**config.mk**
```make
export PLATFORM = sky130hd
export DESIGN_NAME = line_draw_engine
export DESIGN_NICKNAME = d
export VERILOG_FILES = /design/src/rtl/line_pkg.sv /design/src/rtl/line_draw_engine.sv
export SDC_FILE = /design/constraint.sdc
export NUM_CORES = 1
export LEC_CHECK = 0
export BUFFER_PORTS_ARGS = -buffer_cell sky130_fd_sc_hd__buf_2
export CAP_MARGIN = 20
export CORE_MARGIN = 2
export CORE_UTILIZATION = 45
export CTS_BUF_LIST = sky130_fd_sc_hd__clkbuf_8
export DETAILED_ROUTE_END_ITERATION = 8
export GPL_ROUTABILITY_DRIVEN = 0
export HOLD_SLACK_MARGIN = 0.03
export SKIP_CTS_REPAIR_TIMING = 1
export SLEW_MARGIN = 40
export SYNTH_ARGS = -nofsm -noshare
export SYNTH_HDL_FRONTEND = slang
export SYNTH_SLANG_ARGS = --single-unit
export TNS_END_PERCENT = 10
```
**constraint.sdc**
```tcl
create_clock -name HCLK -period 5 [get_ports HCLK]
set_input_delay 0.25 -clock HCLK [delete_from_list [all_inputs] [get_ports HCLK]]
set_output_delay 0.25 -clock HCLK [all_outputs]
set_load 0.01 [all_outputs]
```
**src/rtl/line_pkg.sv**
```systemverilog
// Shared types for the line rasteriser: coordinate/error widths and FSM states.
package line_pkg;

  localparam int unsigned COORD_W = 9;
  localparam int unsigned ERR_W   = COORD_W + 3;

  typedef logic [COORD_W-1:0]      coord_t;
  typedef logic signed [ERR_W-1:0] err_t;

  typedef enum logic [1:0] {
    IDLE,
    SETUP,
    DRAW,
    DONE
  } line_state_t;

endpackage

```
**src/rtl/line_draw_engine.sv**
```systemverilog
// Integer Bresenham line rasteriser: latches end-points on start and emits
// one pixel coordinate per valid/ready handshake, then pulses done.
module line_draw_engine
  import line_pkg::*;
(
  input  logic   HCLK,
  input  logic   HRESET,
  input  coord_t x1,
  input  coord_t y1,
  input  coord_t x2,
  input  coord_t y2,
  input  logic   start,
  output coord_t pix_x,
  output coord_t pix_y,
  output logic   pix_valid,
  input  logic   pix_ready,
  output logic   busy,
  output logic   done
);

  line_state_t state_q, state_d;
  coord_t      x1_q, x1_d, y1_q, y1_d, x2_q, x2_d, y2_q, y2_d;
  coord_t      cur_x_q, cur_x_d, cur_y_q, cur_y_d;
  err_t        dx_q, dx_d, dy_q, dy_d, err_q, err_d;
  logic        sx_pos_q, sx_pos_d, sy_pos_q, sy_pos_d;

  err_t        e2, err_n, ax1, ay1, ax2, ay2, abs_dx, abs_dy;

  always_comb begin
    state_d  = state_q;
    x1_d     = x1_q;
    y1_d     = y1_q;
    x2_d     = x2_q;
    y2_d     = y2_q;
    cur_x_d  = cur_x_q;
    cur_y_d  = cur_y_q;
    dx_d     = dx_q;
    dy_d     = dy_q;
    err_d    = err_q;
    sx_pos_d = sx_pos_q;
    sy_pos_d = sy_pos_q;
    e2       = err_q <<< 1;
    err_n    = err_q;
    ax1      = err_t'(x1_q);
    ay1      = err_t'(y1_q);
    ax2      = err_t'(x2_q);
    ay2      = err_t'(y2_q);
    abs_dx   = (x1_q < x2_q) ? (ax2 - ax1) : (ax1 - ax2);
    abs_dy   = (y1_q < y2_q) ? (ay2 - ay1) : (ay1 - ay2);

    case (state_q)
      IDLE: begin
        if (start) begin
          x1_d    = x1;
          y1_d    = y1;
          x2_d    = x2;
          y2_d    = y2;
          state_d = SETUP;
        end
      end
      SETUP: begin
        dx_d     = abs_dx;
        dy_d     = -abs_dy;
        sx_pos_d = (x1_q < x2_q);
        sy_pos_d = (y1_q < y2_q);
        err_d    = abs_dx - abs_dy;
        cur_x_d  = x1_q;
        cur_y_d  = y1_q;
        state_d  = DRAW;
      end
      DRAW: begin
        if (pix_ready) begin
          if (cur_x_q == x2_q && cur_y_q == y2_q) begin
            state_d = DONE;
          end else begin
            // Both tests use the pre-step e2, so a diagonal step may apply both.
            if (e2 >= dy_q) begin
              err_n   = err_n + dy_q;
              cur_x_d = sx_pos_q ? cur_x_q + coord_t'(1) : cur_x_q - coord_t'(1);
            end
            if (e2 <= dx_q) begin
              err_n   = err_n + dx_q;
              cur_y_d = sy_pos_q ? cur_y_q + coord_t'(1) : cur_y_q - coord_t'(1);
            end
            err_d = err_n;
          end
        end
      end
      DONE: begin
        state_d = IDLE;
      end
      default: begin
        state_d = IDLE;
      end
    endcase
  end

  always_ff @(posedge HCLK) begin
    if (HRESET) begin
      state_q  <= IDLE;
      x1_q     <= '0;
      y1_q     <= '0;
      x2_q     <= '0;
      y2_q     <= '0;
      cur_x_q  <= '0;
      cur_y_q  <= '0;
      dx_q     <= '0;
      dy_q     <= '0;
      err_q    <= '0;
      sx_pos_q <= 1'b0;
      sy_pos_q <= 1'b0;
    end else begin
      state_q  <= state_d;
      x1_q     <= x1_d;
      y1_q     <= y1_d;
      x2_q     <= x2_d;
      y2_q     <= y2_d;
      cur_x_q  <= cur_x_d;
      cur_y_q  <= cur_y_d;
      dx_q     <= dx_d;
      dy_q     <= dy_d;
      err_q    <= err_d;
      sx_pos_q <= sx_pos_d;
      sy_pos_q <= sy_pos_d;
    end
  end

  assign pix_x     = cur_x_q;
  assign pix_y     = cur_y_q;
  assign pix_valid = (state_q == DRAW);
  assign busy      = (state_q == SETUP) || (state_q == DRAW);
  assign done      = (state_q == DONE);

endmodule

```
# After elaboration in Yosys (flattened, before gate mapping)
# Index checks and enable logic that the tools add are counted.
# word_totals
ff_bits	94
input_bits	40
output_inout_bits	21
# op_classes
add_sub_neg	12
n_lt_le_gt_ge	4
eq_ne	11
n_mux	24
reduce_logical	9
# op_table
cell	count
12-bit two-way mux	9
9-bit two-way mux	8
9-bit by 9-bit subtractor with 10-bit output	4
9-bit case mux with 2 select lines	2
12-bit adder	2
12-bit case mux with 2 select lines	1
9-bit by 1-bit adder with 9-bit output (second input constant)	2
9-bit == test	2
9-bit < comparator	2
9-bit by 1-bit subtractor with 9-bit output (second input constant)	2
12-bit >= comparator	1
12-bit less-or-equal comparator	1
12-bit negation	1
12-bit subtractor	1
2-bit by 1-bit != test with 1-bit output (second input constant)	4
2-bit case mux with 4 select lines	1
4-bit AND reduction	2
2-bit two-way mux	3
3-bit AND reduction	2
2-bit == test (second input constant)	2
2-bit != test (second input constant)	2
2-bit by 1-bit == test with 1-bit output (second input constant)	1
2-bit logical NOT	1
2-bit AND reduction	1
other kinds (3)	3

# Logic depth before layout (Yosys ltp)
# depth
depth_word	10
depth_mapped	20
depth_no_buf	19

# Least setup slack after synthesis
# OpenSTA, ideal clock, no wires.
# synth_path
path_type	reg-to-reg
start	register dy_q[5]
end	register err_q[10]
arrival_ns	4.314
required_time_ns	4.930
slack_ns	0.616
stages_incl_launch_ff	20
period_less_slack_ns	4.384
cell_sequence	dfxtp_1 -> inv_1 -> ha_1 -> a211o_1 -> o211ai_1 -> a31oi_1 -> a21oi_1 -> or2_2 -> clkbuf_1 -> mux2_2 -> ha_1 -> fa_1 -> a21oi_1 -> o21ai_0 -> a2111o_1 -> a2111oi_0 -> a311oi_1 -> a21oi_1 -> xnor3_1 -> a21oi_1
# synth_via
elab_chain_len	10
word_cells_on_any_way	11
cone_classes	add/sub (2); order compare (1); mux (8)
# synth_lines
element	line_no	text
from (decl)	line_draw_engine.sv:24	err_t dx_q, dx_d, dy_q, dy_d, err_q, err_d;
from (signal assigned)	line_draw_engine.sv:121	dy_q <= dy_d;
12-bit adder or 12-bit >= comparator (tied branches)	line_draw_engine.sv:78, line_draw_engine.sv:77	
12-bit two-way mux *	line_draw_engine.sv:77	if (e2 >= dy_q) begin
12-bit two-way mux *	line_draw_engine.sv:73	if (cur_x_q == x2_q && cur_y_q == y2_q) begin
12-bit two-way mux *	line_draw_engine.sv:72	if (pix_ready) begin
12-bit two-way mux *	line_draw_engine.sv:51	case (state_q)
12-bit adder	line_draw_engine.sv:82	err_n = err_n + dx_q;
12-bit two-way mux *	line_draw_engine.sv:81	if (e2 <= dx_q) begin
12-bit two-way mux *	line_draw_engine.sv:73	
12-bit two-way mux *	line_draw_engine.sv:72	
12-bit case mux with 2 select lines *	line_draw_engine.sv:51	
to (signal assigned)	line_draw_engine.sv:122	err_q <= err_d;
to (decl)	line_draw_engine.sv:24	
# Mark *: on every way between the ends. The rest lies on a longest branch, timed or not. The select of a mux whose other input is x is not followed.
# A chain may end at the register's enable or synchronous reset.

# Worst setup path after layout
# Same ends and word-level chain as after synthesis.

==> flow_summary.json <==
{
  "yosys-top-cells-area": "dfxtp_1 (22%), ha_1 (16%), a21oi_1 (6.4%), nand2_1 (5.4%), inv_1 (4.2%)",
  "drt-vias-per-instance": 5.68,
  "syn_area_um2": 8350,
  "yosysTopAreaCellShare_pct": 21.8,
  "area_growth_pct": 8.72,
  "period_share_pct": 93.4,
  "cp.arrival_ns": 4.99,
  "reg2regPathDepth": 18,
  "grt_max_degree": 81,
  "drc": 0,
  "core_area_um2": 18100,
  "drive_gt1_share_pct": 10.6,
  "drt_iter0_drc": 355,
  "antenna_left": 0,
  "n_antenna_cell": 0,
  "crit_type": "reg -> reg",
  "ys_ff_latch": 91,
  "ios": 61,
  "max-cap-violations": 0,
  "grt_pass1_wl_um": 37800,
  "cts_num_sinks": 91,
  "min_path_cells": 3,
  "critPathRequiredTime_ns": 5.32,
  "worstSetupEndpointType": "flop",
  "fin_skew_ns": 0.0146,
  "root_buffer": "clkbuf_8",
  "rsz0062_at_grt": "no",
  "gr-total-overflow": 0,
  "portBuffers": 60,
  "tightest_slew_ns": 0.767,
  "grtUsageTotal_pct": 24.0,
  "drv_slew": 0,
  "wl_um": 23200,
  "grt_pass1_vias": 7269,
  "finalSetupTns_ns": 0,
  "clock_latency_ns": 0.39,
  "synth_cell_types": 79,
  "tritoncts": "yes",
  "start_util_pct": 46.2,
  "wl_per_cell_um": 17.3,
  "num_rows": 49,
  "cp-start-kind": "flop",
  "vias": 7614,
  "hold_class": "in -> reg",
  "yosys.area.top_type": "dfxtp_1",
  "max_slew_margin_pct": 48.8,
  "clkSlewWorstSetupHoldPaths_ns": 0.10,
  "max_freq_mhz": 214,
  "period_minus_slack_ns": 4.67,
  "setup_viol": 0,
  "htree_levels": 3,
  "synth_ff_type": "dfxtp_1",
  "status": "finished clean",
  "die-area_um2": 19700,
  "synthArstFlopShare_pct": 0,
  "cts_buffers": 9,
  "firstDrtPassIters": 5,
  "postSynthNetCount": 1223,
  "antenna_found_initial": 0,
  "yosys_warnings": 0,
  "synth_edf_count": 0,
  "nets": 1265,
  "yosysSeqAreaShare_pct": 21.8,
  "dp_hpwl_um": 18000,
  "syn-mean-instance-area_um2": 7.83,
  "die_y_um": 140,
  "die_w_um": 140,
  "cp_max_fo": 12,
  "synth_cells": 1066,
  "hold_viol_final": 0,
  "cts_buffer_depth": 2
}
[cell type report]
type,instances,area (µm²)
fill,1859,9010
multi-input combinational,836,6010
sequential,91,1820
timing repair buffer,72,394
inverter,98,368
tap,229,287
clock buffer,9,124
clock inverter,6,73.8
[sequential cells by signal (all words and copies together) (netlist names)]
name / flops
dx_q: 10
dy_q: 12
err_q: 11
pix_x: 9
pix_y: 9
state_q: 2
sx_pos_q: 1
sy_pos_q: 1
x1_q: 9
x2_q: 9
y1_q: 9
y2_q: 9
[cells in the final DEF, fill, tap and decap left out, types with 20 or more instances in the layout]
master	Yosys	layout
xor2_1	28	28
a21oi_1	106	106
buf_2	2	60
ha_1	108	107
xnor2_1	40	40
inv_1	94	94
a21o_1	26	26
nor3_1	23	23
dfxtp_1	91	91
nand3_1	20	20
nor2_1	64	64
mux2i_1	29	29
nand2_1	120	120
o21ai_0	44	44
[routing by layer]
| layer | GRT usage (%) | wire [µm] |
|---|---|---|
| met3 | 3.79 | 1070 |
| met2 | 38.2 | 10200 |
| met4 | 8.56 | 707 |
| met1 | 33.0 | 11200 |
| met5 | 0 | 0 |
[cells by family after synthesis]
kind of cell | Yosys count | share of synthesized area (%)
flip-flops | 91 | 21.8
AND/OR/NAND/NOR | 307 | 17.3
buffers and inverters | 139 | 6.37
XOR/XNOR | 69 | 7.41
adder cells (fa/ha/maj) | 117 | 18.3
multiplexers | 38 | 4.69
AO/OA/AOI/OAI | 305 | 24.1
[metrics by stage]
stage                     instances  worst slack (ns)  hold slack (ns)  util [%]  area [µm²]
after global placement         1326             0.529            0.473      49.0        8870
after floorplan                1066             0.616            0.386         -        8350
after CTS                      1341             0.339           0.0570      50.2        9070
final                          1341             0.329           0.0816      50.2        9070
after global routing           1341            0.0152           0.0748      50.2        9070
after detailed placement       1326             0.360            0.484      49.1        8870
[critical path, cell delays in order, from the launching register on]
cell and delay (ns):
dfxtp_1 0.37, inv_1 0.06, ha_1 0.30, a211o_1 0.26, o211ai_1 0.13, a31oi_1 0.12
a21oi_1 0.31, or2_4 0.27, mux2_2 0.37, ha_1 0.21, fa_1 0.42, a21oi_1 0.20
o21ai_0 0.15, a2111o_1 0.39, a2111oi_0 0.37, a311oi_1 0.10, a21oi_1 0.17, xnor3_1 0.24
a21oi_1 0.17
[synth_stat cells, drive strengths merged, types with 3 or more instances]
| cell type | count |
|---|---|
| o211ai | 17 |
| o211a | 3 |
| a31oi | 12 |
| o21ai | 46 |
| clkinv | 3 |
| a31o | 3 |
| clkbuf | 33 |
| o31ai | 3 |
| mux2i | 29 |
| nand2b | 7 |
| o21a | 3 |
| inv | 95 |
| xor2 | 28 |
| a221oi | 5 |
| a211o | 3 |
| or3 | 9 |
| xnor2 | 40 |
| a21boi | 4 |
| ha | 108 |
| mux2 | 9 |
| a2111oi | 8 |
| nor2 | 64 |
| buf | 8 |
| nor2b | 16 |
| a21o | 26 |
| o21bai | 6 |
| a211oi | 15 |
| a21oi | 106 |
| dfxtp | 91 |
| fa | 9 |
| o41ai | 5 |
| nand4 | 7 |
| nor3b | 3 |
| a311oi | 9 |
| and2 | 6 |
| or2 | 5 |
| nand3 | 21 |
| nand2 | 121 |
| nor3 | 23 |
| o22ai | 6 |
| nand3b | 4 |
| and3 | 5 |
| nor4 | 7 |
[final timing paths]
kind | from | endpoint | slack (ns)
max | dy_q[5]$_SDFFE_PP0N_ | err_q[10]$_SDFFE_PP0P_ | 0.33
min | x2[5] | x2_q[5]$_SDFFE_PP0P_ | 0.08
max reg2reg | dy_q[5]$_SDFFE_PP0N_ | err_q[10]$_SDFFE_PP0P_ | 0.33
min reg2reg | x1_q[8]$_SDFFE_PP0P_ | x1_q[8]$_SDFFE_PP0P_ | 0.49
Power is left out: the tool's default activity adds up to more than one toggle a clock period on the data nets, which glitch-free logic cannot reach.
